## src/rtl/usbdev_aon_resume_tx.sv

```systemverilog
// rtl/usbdev_aon_resume_tx.sv - AON USB remote-wakeup resume K transmitter (optional timeout: USBDEV_AON_RESUME_TIMEOUT_EN)
module usbdev_aon_resume_tx #(
  parameter int unsigned IdleCycles    = 1000,
  parameter int unsigned DriveCycles   = 400,
  parameter int unsigned CntWidth      = 16,
  parameter int unsigned TimeoutCycles = 20000
) (
  input  logic clk_aon_i,
  input  logic rst_aon_ni,
  input  logic usb_dp_i,
  input  logic usb_dn_i,
  input  logic usb_dppullup_en_i,
  input  logic usb_dnpullup_en_i,
  input  logic wake_detect_active_aon_i,
  input  logic remote_wake_req_aon_i,
  output logic usb_dp_o,
  output logic usb_dn_o,
  output logic usb_oe_o,
  output logic resume_busy_aon_o,
  output logic resume_done_aon_o,
  output logic resume_abort_aon_o,
  output logic cfg_err_aon_o
);

  typedef enum logic [1:0] {
    StIdle     = 2'd0,
    StWaitIdle = 2'd1,
    StDriveK   = 2'd2,
    StDone     = 2'd3
  } state_e;

  localparam int unsigned LongestWindow =
      (IdleCycles > DriveCycles) ?
      ((IdleCycles > TimeoutCycles) ? IdleCycles : TimeoutCycles) :
      ((DriveCycles > TimeoutCycles) ? DriveCycles : TimeoutCycles);

  localparam logic [CntWidth-1:0] IdleLast  = CntWidth'(IdleCycles - 1);
  localparam logic [CntWidth-1:0] DriveLast = CntWidth'(DriveCycles - 1);
  localparam logic [CntWidth-1:0] CntMax    = {CntWidth{1'b1}};
  localparam logic [CntWidth-1:0] CntOne    = CntWidth'(1);

  // Reject parameter sets whose longest window cannot be counted.
  if ((64'(LongestWindow) >> CntWidth) != 64'd0) begin : g_cnt_too_narrow
    $error("CntWidth too small for the configured cycle windows");
  end

  state_e              state_q, state_d;
  logic [CntWidth-1:0] cnt_q, cnt_d, cnt_inc;
  logic                abort_q, abort_d;
  logic                line_j, cfg_valid;

  // J matches the pullup orientation; exactly one pullup makes a valid config.
  assign line_j    = (usb_dp_i == usb_dppullup_en_i) && (usb_dn_i == usb_dnpullup_en_i);
  assign cfg_valid = usb_dppullup_en_i ^ usb_dnpullup_en_i;
  assign cnt_inc   = (cnt_q == CntMax) ? cnt_q : cnt_q + CntOne;

`ifdef USBDEV_AON_RESUME_TIMEOUT_EN
  localparam logic [CntWidth-1:0] TmoLast = CntWidth'(TimeoutCycles - 1);
  logic [CntWidth-1:0] tmo_q, tmo_d, tmo_inc;
  assign tmo_inc = (tmo_q == CntMax) ? tmo_q : tmo_q + CntOne;

  // Timeout counter runs from WaitIdle entry.
  always_ff @(posedge clk_aon_i or negedge rst_aon_ni) begin
    if (!rst_aon_ni) tmo_q <= '0;
    else             tmo_q <= tmo_d;
  end
`endif

  // State, counter and registered abort pulse.
  always_ff @(posedge clk_aon_i or negedge rst_aon_ni) begin
    if (!rst_aon_ni) begin
      state_q <= StIdle;
      cnt_q   <= '0;
      abort_q <= 1'b0;
    end else begin
      state_q <= state_d;
      cnt_q   <= cnt_d;
      abort_q <= abort_d;
    end
  end

  // Next-state logic: qualify idle, drive K for a fixed window, then hold done.
  always_comb begin
    state_d = state_q;
    cnt_d   = cnt_q;
    abort_d = 1'b0;
`ifdef USBDEV_AON_RESUME_TIMEOUT_EN
    tmo_d   = tmo_q;
`endif
    unique case (state_q)
      StIdle: begin
        if (remote_wake_req_aon_i && wake_detect_active_aon_i && cfg_valid) begin
          state_d = StWaitIdle;
          cnt_d   = '0;
`ifdef USBDEV_AON_RESUME_TIMEOUT_EN
          tmo_d   = '0;
`endif
        end
      end
      StWaitIdle: begin
`ifdef USBDEV_AON_RESUME_TIMEOUT_EN
        tmo_d = tmo_inc;
`endif
        if (!remote_wake_req_aon_i || !wake_detect_active_aon_i) begin
          state_d = StIdle;
          cnt_d   = '0;
          abort_d = 1'b1;
        end else if (line_j && (cnt_q == IdleLast)) begin
          state_d = StDriveK;
          cnt_d   = '0;
`ifdef USBDEV_AON_RESUME_TIMEOUT_EN
        end else if (tmo_q == TmoLast) begin
          state_d = StIdle;
          cnt_d   = '0;
          abort_d = 1'b1;
`endif
        end else if (line_j) begin
          cnt_d = cnt_inc;
        end else begin
          cnt_d = '0;
        end
      end
      StDriveK: begin
        if (!wake_detect_active_aon_i) begin
          state_d = StIdle;
          cnt_d   = '0;
          abort_d = 1'b1;
        end else if (cnt_q == DriveLast) begin
          state_d = StDone;
          cnt_d   = '0;
        end else begin
          cnt_d = cnt_inc;
        end
      end
      StDone: begin
        if (!remote_wake_req_aon_i) state_d = StIdle;
      end
      default: state_d = StIdle;
    endcase
  end

  // K is the inverse of J, so the pad drive follows the pullup orientation.
  assign usb_oe_o           = (state_q == StDriveK);
  assign usb_dp_o           = usb_oe_o & usb_dnpullup_en_i;
  assign usb_dn_o           = usb_oe_o & usb_dppullup_en_i;
  assign resume_busy_aon_o  = (state_q == StWaitIdle) || (state_q == StDriveK);
  assign resume_done_aon_o  = (state_q == StDone);
  assign resume_abort_aon_o = abort_q;
  assign cfg_err_aon_o      = (state_q == StIdle) && remote_wake_req_aon_i && !cfg_valid;

endmodule

```

## config.mk

```make
export PLATFORM = sky130hd
export DESIGN_NAME = usbdev_aon_resume_tx
export DESIGN_NICKNAME = d
export VERILOG_FILES = /design/src/rtl/usbdev_aon_resume_tx.sv
export SDC_FILE = /design/constraint.sdc
export NUM_CORES = 1
export LEC_CHECK = 0
export CORE_MARGIN = 5
export CORE_UTILIZATION = 49
export DETAILED_ROUTE_END_ITERATION = 6
export HOLD_SLACK_MARGIN = 0.08
export PLACE_DENSITY = 0.75
export SYNTH_ARGS = -nofsm -noshare
export SYNTH_HDL_FRONTEND = slang
export SYNTH_SLANG_ARGS = --single-unit
export TNS_END_PERCENT = 100
```

## constraint.sdc

```tcl
create_clock -name clk_aon_i -period 2.5 [get_ports clk_aon_i]
set_input_delay 0.5 -clock clk_aon_i [delete_from_list [all_inputs] [get_ports clk_aon_i]]
set_output_delay 0.5 -clock clk_aon_i [all_outputs]
set_load 0.05 [all_outputs]
```

# [Word level (Yosys, flattened, before mapping)]
# Index checks and enable logic that the tools add are counted.
[op_classes] add_sub_neg=1 eq_ne=12 mux=18 n_bitwise=3 reduce_logical=15
[op_table] operator="$mux 16" count=7
[op_table] operator="$pmux 16 s3" count=1
[op_table] operator="$add 16x1->16 const B" count=1
[op_table] operator="$eq 16x10->1 const B" count=1
[op_table] operator="$eq 16x16->1 const B" count=1
[op_table] operator="$eq 16x9->1 const B" count=1
[op_table] operator="$mux 2" count=6
[op_table] operator="$pmux 2 s4" count=1
[op_table] operator="$logic_and 1x1->1" count=6
[op_table] operator="$eq 2x2->1 const B" count=2
[op_table] operator="$ne 2x2->1 const B" count=2
[op_table] operator="$reduce_and 4->1" count=1
[op_table] operator="$logic_not 1->1" count=3
[op_table] operator="$ne 3x2->1 const B" count=1
[op_table] operator="$ne 3x3->1 const B" count=1
[op_table] operator="$reduce_bool 3->1" count=1
[op_table] operator="$and 1x1->1" count=2
[op_table] operator="$eq 1x1->1" count=2
[op_table] operator="$eq 2x1->1 const B" count=1
[op_table] operator="$logic_not 2->1" count=1
[op_table] operator="$logic_or 1x1->1" count=2
[op_table] operator="$mux 1" count=2
[op_table] operator="$pmux 1 s2" count=1
[op_table] operator="$reduce_and 2->1" count=1
[op_table] operator="$xor 1x1->1" count=1
[word_totals] reg_bits=19 output_inout_bits=7

# [Depth between registers and ports, before layout]
# Gate-level depths: netlist of run 1.
[depth] ltp_word=6 mapped_depth=9 depth_no_buf=8

# [Worst setup path after synthesis of run 1]
# OpenSTA, ideal clock, no wires.
[synth_timing] path_kind="reg2reg" start="register state_q[0]" end="register cnt_q[3]" setup_ns=0.125 t_arrival_ns=2.086 t_required_ns=2.375 slack_ns=0.289 stages_incl_launch_ff=9 path_buffers=0 cell_sequence="dfrtp_1 inv_1 ha_1 nand2b_1 o31a_1 a21oi_1 nand4_1 xor2_1 nor2_1"
[synth_between] elab_chain_len=3 elab_cells_between_ends=7 cone_classes="3 x eq/ne; 1 x mux; 3 x reduce/logical"
[synth_lines] element="start: declaration" line="47" text="state_e state_q, state_d;"
[synth_lines] element="start signal: assignment" line="72" text="state_q <= StIdle;"
[synth_lines] element="start signal: assignment" line="76" text="state_q <= state_d;"
[synth_lines] element="$eq 2x2->1, or another cell as far along" line="90" text="unique case (state_q)"
[synth_lines] element="$reduce_bool 3->1 (no line) / $ne 2x2->1 (equally long branches)"
[synth_lines] element="$reduce_and 2->1 (no line)"
[synth_lines] element="end signal: assignment" line="77" text="cnt_q <= cnt_d;"
[synth_lines] element="end: declaration" line="48" text="logic [CntWidth-1:0] cnt_q, cnt_d, cnt_inc;"
# Parallel ways exist; a longest one is shown, timed or not.
# A chain may end at the register's enable or synchronous reset.

# [Worst setup path after layout of run 1]
[layout_timing] start="register cnt_q[0]" end="register cnt_q[15]"
[layout_between] elab_chain_len=6 elab_cells_between_ends=12 cone_classes="1 x add/sub; 3 x eq/ne; 7 x mux; 1 x reduce/logical"
[layout_lines] element="$add 16x1->16 / $eq 16x16->1 (equally long branches)" line="55" text="assign cnt_inc = (cnt_q == CntMax) ? cnt_q : cnt_q + CntOne;"
[layout_lines] element="$mux 16" line="55"
[layout_lines] element="$mux 16" line="117" text="end else if (line_j) begin"
[layout_lines] element="$mux 16" line="108" text="end else if (line_j && (cnt_q == IdleLast)) begin"
[layout_lines] element="$mux 16" line="104" text="if (!remote_wake_req_aon_i || !wake_detect_active_aon_i) begin"
[layout_lines] element="$pmux 16 s3 *" line="90"
# Every way passes the cells marked *; elsewhere a longest branch is shown, timed or not.

==> impl_metrics.py, run 1 <==
metrics = {
    "sta": {
        "finalCritPeriodShare": 0.959,
        "relSlewSlack": 0.638,
        "period_needed_ns": 2.40,
        "worst_slack_ns": 0.103,
        "drv_slew": 0,
        "worst_pin_slew_ns": 0.539,
        "skew_ns": 0.00658,
        "setup_viol": 0,
        "fmax_ghz": 0.417,
        "hold_violations": 0,
    },
    "cells_and_area": {
        "design_area_sq_um": 1610,
        "final_util": 0.642,
        "syn_to_final_growth_pct": 24.7,
        "finalNetCount": 194,
        "diodes": 0,
        "layout-drive-gt1-share": 0.140,
    },
    "floorplan": {
        "ios": 15,
        "die_y_microns": 61.3,
        "initial_core_util": 0.515,
        "coreArea_sq_um": 2500,
        "row_count": 18,
        "fp.dieW_microns": 61.3,
        "die_area_sq_um": 3750,
    },
    "synthesis": {
        "synth_edf_count": 0,
        "syn_avg_cell_area_sq_um": 8.53,
        "ys_top_cells_by_count": "nor2_1 (20), dfrtp_1 (19), nand2_1 (16), a21oi_1 (10), nand3_1 (10)",
        "synth-seq-area-share": 0.369,
        "ys_ff_latch": 19,
        "yosysTopAreaCellShare": 0.369,
        "yosys.area.top_type": "dfrtp_1",
        "synth_fp_nets": 165,
        "ys_types": 40,
        "synth_most_common_cell": "nor2_1",
        "synth_cells": 151,
        "synthArstFlopShare": 1.00,
        "syn_area_sq_um": 1290,
        "synthTopCellsByArea": "dfrtp_1 (37%), ha_1 (5.8%), nor2_1 (5.8%)",
        "ys.flop_type": "dfrtp_1",
        "yosysWarnings": 0,
    },
    "placed_design": {
        "pre_cts_ws_ns": -0.0185,
        "dp_hpwl_microns": 2230,
        "port_buffers": 14,
        "gp_congestion": 0.869,
        "place_area_sq_um": 1570,
    },
    "route": {
        "drt_iter0_drc": 78,
        "vias": 1193,
        "via_per_inst": 5.71,
        "avgRoutedWirePerCell_microns": 14.3,
        "routed_wl_microns": 2980,
        "dr.pass1.iters": 4,
        "drtAntennaViolNets": 0,
        "route.detailed.drc": 0,
    },
    "cts": {
        "post_cts_buffers": 0,
        "path_clk_slew_ns": 0.12,
        "cts_root_buffer": "clkbuf_4",
        "htreeDepth": 1,
        "clk_path_buf_depth": 2,
        "cts_sinks": 19,
        "cts_buffers": 3,
        "cts_tree": "done",
        "cts_hold_buf": 0,
        "worstSkewPairLatency_ns": 0.31,
        "cts_resized": 0,
    },
    "status": {
        "outcome": "complete, no violations",
    },
    "flow_run": {
        "cap_viol_max_count": 0,
    },
    "grt": {
        "grt.total_usage": 0.182,
        "overflow": 0,
        "grt_pass1_wl_microns": 5060,
        "antenna_found_initial": 0,
        "grt_pass1_vias": 1166,
        "grt_max_degree": 20,
    },
    "critical_path": {
        "required_ns": 2.71,
        "crit_chain": "ha_1, or4b_2, nor4_1, buf_4, o22ai_1, nand3_4, a311oi_1, a211o_1",
        "path_max_fanout": 16,
        "slowest_delay_ns": 0.59,
        "crit_path_top_delay_cell": "or4b_2",
        "crit_type": "flip-flop to flip-flop",
        "arrival_ns": 2.61,
        "cp-start-kind": "flip-flop",
        "worstSetupEndpointType": "flip-flop",
    },
    "power": {
        "p_leak_uw": 0.000721,
        "ir_worst_vdd_mv": 1.15,
        "power_uw": 1400,
        "powerDensity_nw_per_um2": 870,
    },
    "hold_path": {
        "hold_path.class": "input pin to asynchronous set/reset pin",
    },
}
stage by stage:
step / cells / hold WS (ns) / TNS (ns)
4_1_cts: 209 / 0.514 / 0
3_3_place_gp: 205 / 0.511 / 0
3_5_place_dp: 205 / 0.513 / -0.0185
5_1_grt: 209 / 0.508 / -0.00291
2_1_floorplan: 151 / 0.204 / 0
6_report: 209 / 0.504 / 0
kinds of logic (layout without fill, tap and decap cells):
| kind of cell | count (synthesis) | count (layout) | synth area share |
|---|---|---|---|
| compound gates | 32 | 32 | 0.163 |
| xor+xnor | 9 | 9 | 0.0612 |
| fa+ha+maj | 6 | 6 | 0.0583 |
| buf+inv | 7 | 35 | 0.0262 |
| flops | 19 | 19 | 0.369 |
| mux | 1 | 1 | 0.00777 |
| simple gates | 77 | 77 | 0.314 |
flip-flops by register name, summed over array words and instances, names as in the netlist:
name / count
cnt_q: 16
resume_abort_aon_o: 1
state_q: 2
where the power goes:
group	leakage, uW	internal, uW	switching (uW)
registers	0.000260	348	37.6
clock network	0.0000177	59.8	104
logic	0.000444	324	522
total	0.000721	733	664
worst max-delay path, delay by kind of cell (launching register included):
family / cells / cell delay, ns
and+or+nand+nor: 3 / 1.03
AOI/OAI and AO/OA: 3 / 0.47
adders and majority gates: 1 / 0.20
buffers and inverters: 1 / 0.17
DFF: 1 / 0.43
final cells by class:
type / instances / area, sq um
flip-flops and latches: 19 / 475
fillers: 206 / 895
clock inverters: 1 / 5.00
multi-input cells: 125 / 786
well taps: 30 / 37.5
inverters: 5 / 18.8
repair buffers: 26 / 260
clock buffers: 3 / 22.5
cells in the final DEF (no fill, tap or decap), types with 4 or more instances in the layout:
master           count
dfrtp_1             19
a21oi_1             10
clkdlybuf4s50_1      9
nor2_1              20
o22a_1               5
nand4_1              4
xor2_1               7
buf_4               13
nand2_1             16
ha_1                 6
and2_1               4
inv_1                5
o21ai_0              4
nand3_1             10
worst paths after layout:
| check | start | to | slack, ns | cells after the start |
|---|---|---|---|---|
| hold / removal | rst_aon_ni | cnt_q[15]$_DFFE_PN0P_ | 0.50 | 2 |
| min in group clk_aon_i | cnt_q[12]$_DFFE_PN0P_ | cnt_q[12]$_DFFE_PN0P_ | 0.55 | 1 |
| setup reg to reg | cnt_q[0]$_DFFE_PN0P_ | cnt_q[15]$_DFFE_PN0P_ | 0.10 | 8 |
| setup / recovery | cnt_q[0]$_DFFE_PN0P_ | cnt_q[15]$_DFFE_PN0P_ | 0.10 | 8 |
| hold reg to reg | cnt_q[12]$_DFFE_PN0P_ | cnt_q[12]$_DFFE_PN0P_ | 0.55 | 1 |
| max in group asynchronous | rst_aon_ni | state_q[0]$_DFFE_PN0P_ | 1.79 | 2 |
layer usage:
metal / wire, microns / vias to the layer above / GRT usage
li1: - / 601 / -
met1: 1430 / 554 / 0.248
met2: 1350 / 33 / 0.279
met3: 145 / 5 / 0.0252
met4: 58 / 0 / 0.0960
met5: 0 / - / 0
(Power assumes the default switching activity.)
==> run 2: changes to the inputs <==
--- a/config.mk
+++ b/config.mk
@@ -6,10 +6,11 @@
 export NUM_CORES = 1
 export LEC_CHECK = 0
 export CORE_MARGIN = 5
-export CORE_UTILIZATION = 49
+export CORE_UTILIZATION = 55
 export DETAILED_ROUTE_END_ITERATION = 6
+export GPL_ROUTABILITY_DRIVEN = 0
 export HOLD_SLACK_MARGIN = 0.08
-export PLACE_DENSITY = 0.75
+export PLACE_DENSITY = 0.83
 export SYNTH_ARGS = -nofsm -noshare
 export SYNTH_HDL_FRONTEND = slang
 export SYNTH_SLANG_ARGS = --single-unit
==> constraint.sdc (replaced) <==
create_clock -name clk_aon_i -period 2.5 [get_ports clk_aon_i]
set_input_delay 0.375 -clock clk_aon_i [delete_from_list [all_inputs] [get_ports clk_aon_i]]
set_output_delay 0.375 -clock clk_aon_i [all_outputs]
set_load 0.05 [all_outputs]
==> run 2 against run 1 <==
Sequential cell count did not move. Design area shrank 3.3%. Largest power group unchanged. Critical path type unchanged. Critical endpoint unchanged. Via count increased by 4.4%.
==> impl_metrics.py, run 2 (synthesis results as in run 1) <==
metrics = {
    "critical_path": {
        "cp_top_family": "simple AND/OR/NAND/NOR gates",
        "required_ns": 2.70,
        "path_depth": 7,
        "slowest_delay_ns": 0.62,
        "crit_chain": "ha_1, or4b_2, nor4_2, o22ai_1, nand3_4, a311oi_1, a211o_1",
        "crit_path_top_delay_cell": "or4b_2",
        "critPathBufInv": 0,
        "crit_type": "flip-flop to flip-flop",
        "worst_r2r_path_depth": 7,
        "worstSetupEndpointType": "flip-flop",
        "arrival_ns": 2.60,
        "cp-start-kind": "flip-flop",
        "path_max_fanout": 16,
    },
    "route": {
        "routed_wl_microns": 3150,
        "drt_iter0_drc": 73,
        "dr.pass1.iters": 4,
        "via_per_inst": 6.16,
        "avgRoutedWirePerCell_microns": 15.6,
        "vias": 1245,
        "route.detailed.drc": 0,
        "drtAntennaViolNets": 0,
    },
    "sta": {
        "relSlewSlack": 0.628,
        "fmax_ghz": 0.417,
        "period_needed_ns": 2.40,
        "hold_violations": 0,
        "rsz0062_at_grt": "false",
        "setup_tns_ns": 0,
        "setup_viol": 0,
        "fin_hold_ws_ns": 0.411,
        "worst_pin_slew_ns": 0.553,
        "skew_ns": 0.00124,
        "drv_slew": 0,
        "finalCritPeriodShare": 0.959,
    },
    "power": {
        "powerDensity_nw_per_um2": 894,
        "ir_worst_vdd_mv": 0.858,
        "p_leak_uw": 0.000678,
    },
    "cells_and_area": {
        "layout_commonest_cell": "nor2_1",
        "final_cell_mix": "nor2_1 (20), dfrtp_1 (19), nand2_1 (16)",
        "diodes": 0,
        "finalNetCount": 189,
        "final_util": 0.695,
        "largest_reg_flops": 16,
        "top_register": "cnt_q",
        "syn_to_final_growth_pct": 20.6,
        "layout-drive-gt1-share": 0.109,
    },
    "floorplan": {
        "row_count": 17,
        "die_y_microns": 58.4,
        "fp.dieW_microns": 58.4,
        "coreArea_sq_um": 2230,
        "die_area_sq_um": 3410,
        "ios": 15,
        "initial_core_util": 0.576,
    },
    "placed_design": {
        "dp_hpwl_microns": 2330,
        "port_buffers": 14,
    },
    "cts": {
        "cts_buffers": 3,
        "cts_tree": "done",
        "clk_path_buf_depth": 2,
        "path_clk_slew_ns": 0.11,
        "cts_sinks": 19,
        "htreeDepth": 1,
        "worstSkewPairLatency_ns": 0.30,
        "cts_root_buffer": "clkbuf_4",
    },
    "grt": {
        "overflow": 0,
        "grt_max_degree": 20,
        "grt.total_usage": 0.198,
        "grt_pass1_vias": 1236,
        "antenna_found_initial": 0,
        "grt_pass1_wl_microns": 5310,
    },
    "hold_path": {
        "hold_path.class": "input pin to asynchronous set/reset pin",
    },
    "status": {
        "outcome": "complete, no violations",
    },
    "flow_run": {
        "cap_viol_max_count": 0,
    },
}
[run 2: cell count changes in the layout (fill, tap and decap cells not counted)]
cell             previous run  this run
nor2_4                      0         1
buf_4                      13         9
nor2_2                      1         0
nor4_1                      2         1
clkbuf_1                    0         1
buf_12                      3         1
nor4_2                      1         2
clkdlybuf4s50_1             9        10
clkinv_2                    1         0
[run 2: path summary, 6_finish.rpt]
check                      slack [ns]                  start               endpoint
setup reg to reg                 0.10   cnt_q[0]$_DFFE_PN0P_  cnt_q[15]$_DFFE_PN0P_
hold reg to reg                  0.55  cnt_q[12]$_DFFE_PN0P_  cnt_q[12]$_DFFE_PN0P_
hold / removal                   0.41             rst_aon_ni  cnt_q[13]$_DFFE_PN0P_
setup / recovery                 0.10   cnt_q[0]$_DFFE_PN0P_  cnt_q[15]$_DFFE_PN0P_
min in group clk_aon_i           0.55  cnt_q[12]$_DFFE_PN0P_  cnt_q[12]$_DFFE_PN0P_
max in group asynchronous        1.89             rst_aon_ni   cnt_q[4]$_DFFE_PN0P_
[run 2: metrics by stage]
step	cells	area [sq um]	power, uW	setup WS (ns)
after floorplan	151	1290	925	0.289
after global placement	198	1510	1180	0.0871
after detailed placement	198	1510	1200	0.0453
after CTS	202	1530	1360	0.0246
after global routing	202	1550	1490	0.0162
final	202	1550	1390	0.103
[run 2: final cells by class]
class / count / area [sq um]
clock buffers: 4 / 26.3
fillers: 180 / 681
inverters: 5 / 18.8
multi-input cells: 125 / 797
flip-flops and latches: 19 / 475
well taps: 28 / 35.0
repair buffers: 21 / 200
[run 2: routing by layer]
metal	routed length, microns	track usage	vias up
li1	-	-	596
met5	0	0	-
met1	1380	0.245	601
met3	120	0.0285	10
met2	1590	0.341	38
met4	57	0.0861	0
[run 2: worst register-to-register path: cells and delay by family, from the launching register on]
family	cells	cell delay (ns)
flip-flops	1	0.41
AO/OA/AOI/OAI	3	0.55
adder cells (fa/ha/maj)	1	0.24
AND/OR/NAND/NOR	3	1.08
[run 2: what timing repair did]
| item | 4_1_cts | 5_1_grt |
|---|---|---|
| buffers inserted | 0 | 0 |
| hold buffers | 0 | 0 |
| gates resized for setup | 0 | 4 |
| hold endpoints to repair | 0 | 0 |
| endpoints found under the setup margin | 0 | 14 |
[run 2: power breakdown]
group / internal, uW / leakage, uW / switching, uW
clock: 62.2 / 0.0000150 / 96.9
sequential: 348 / 0.000260 / 36.6
combinational: 318 / 0.000404 / 526
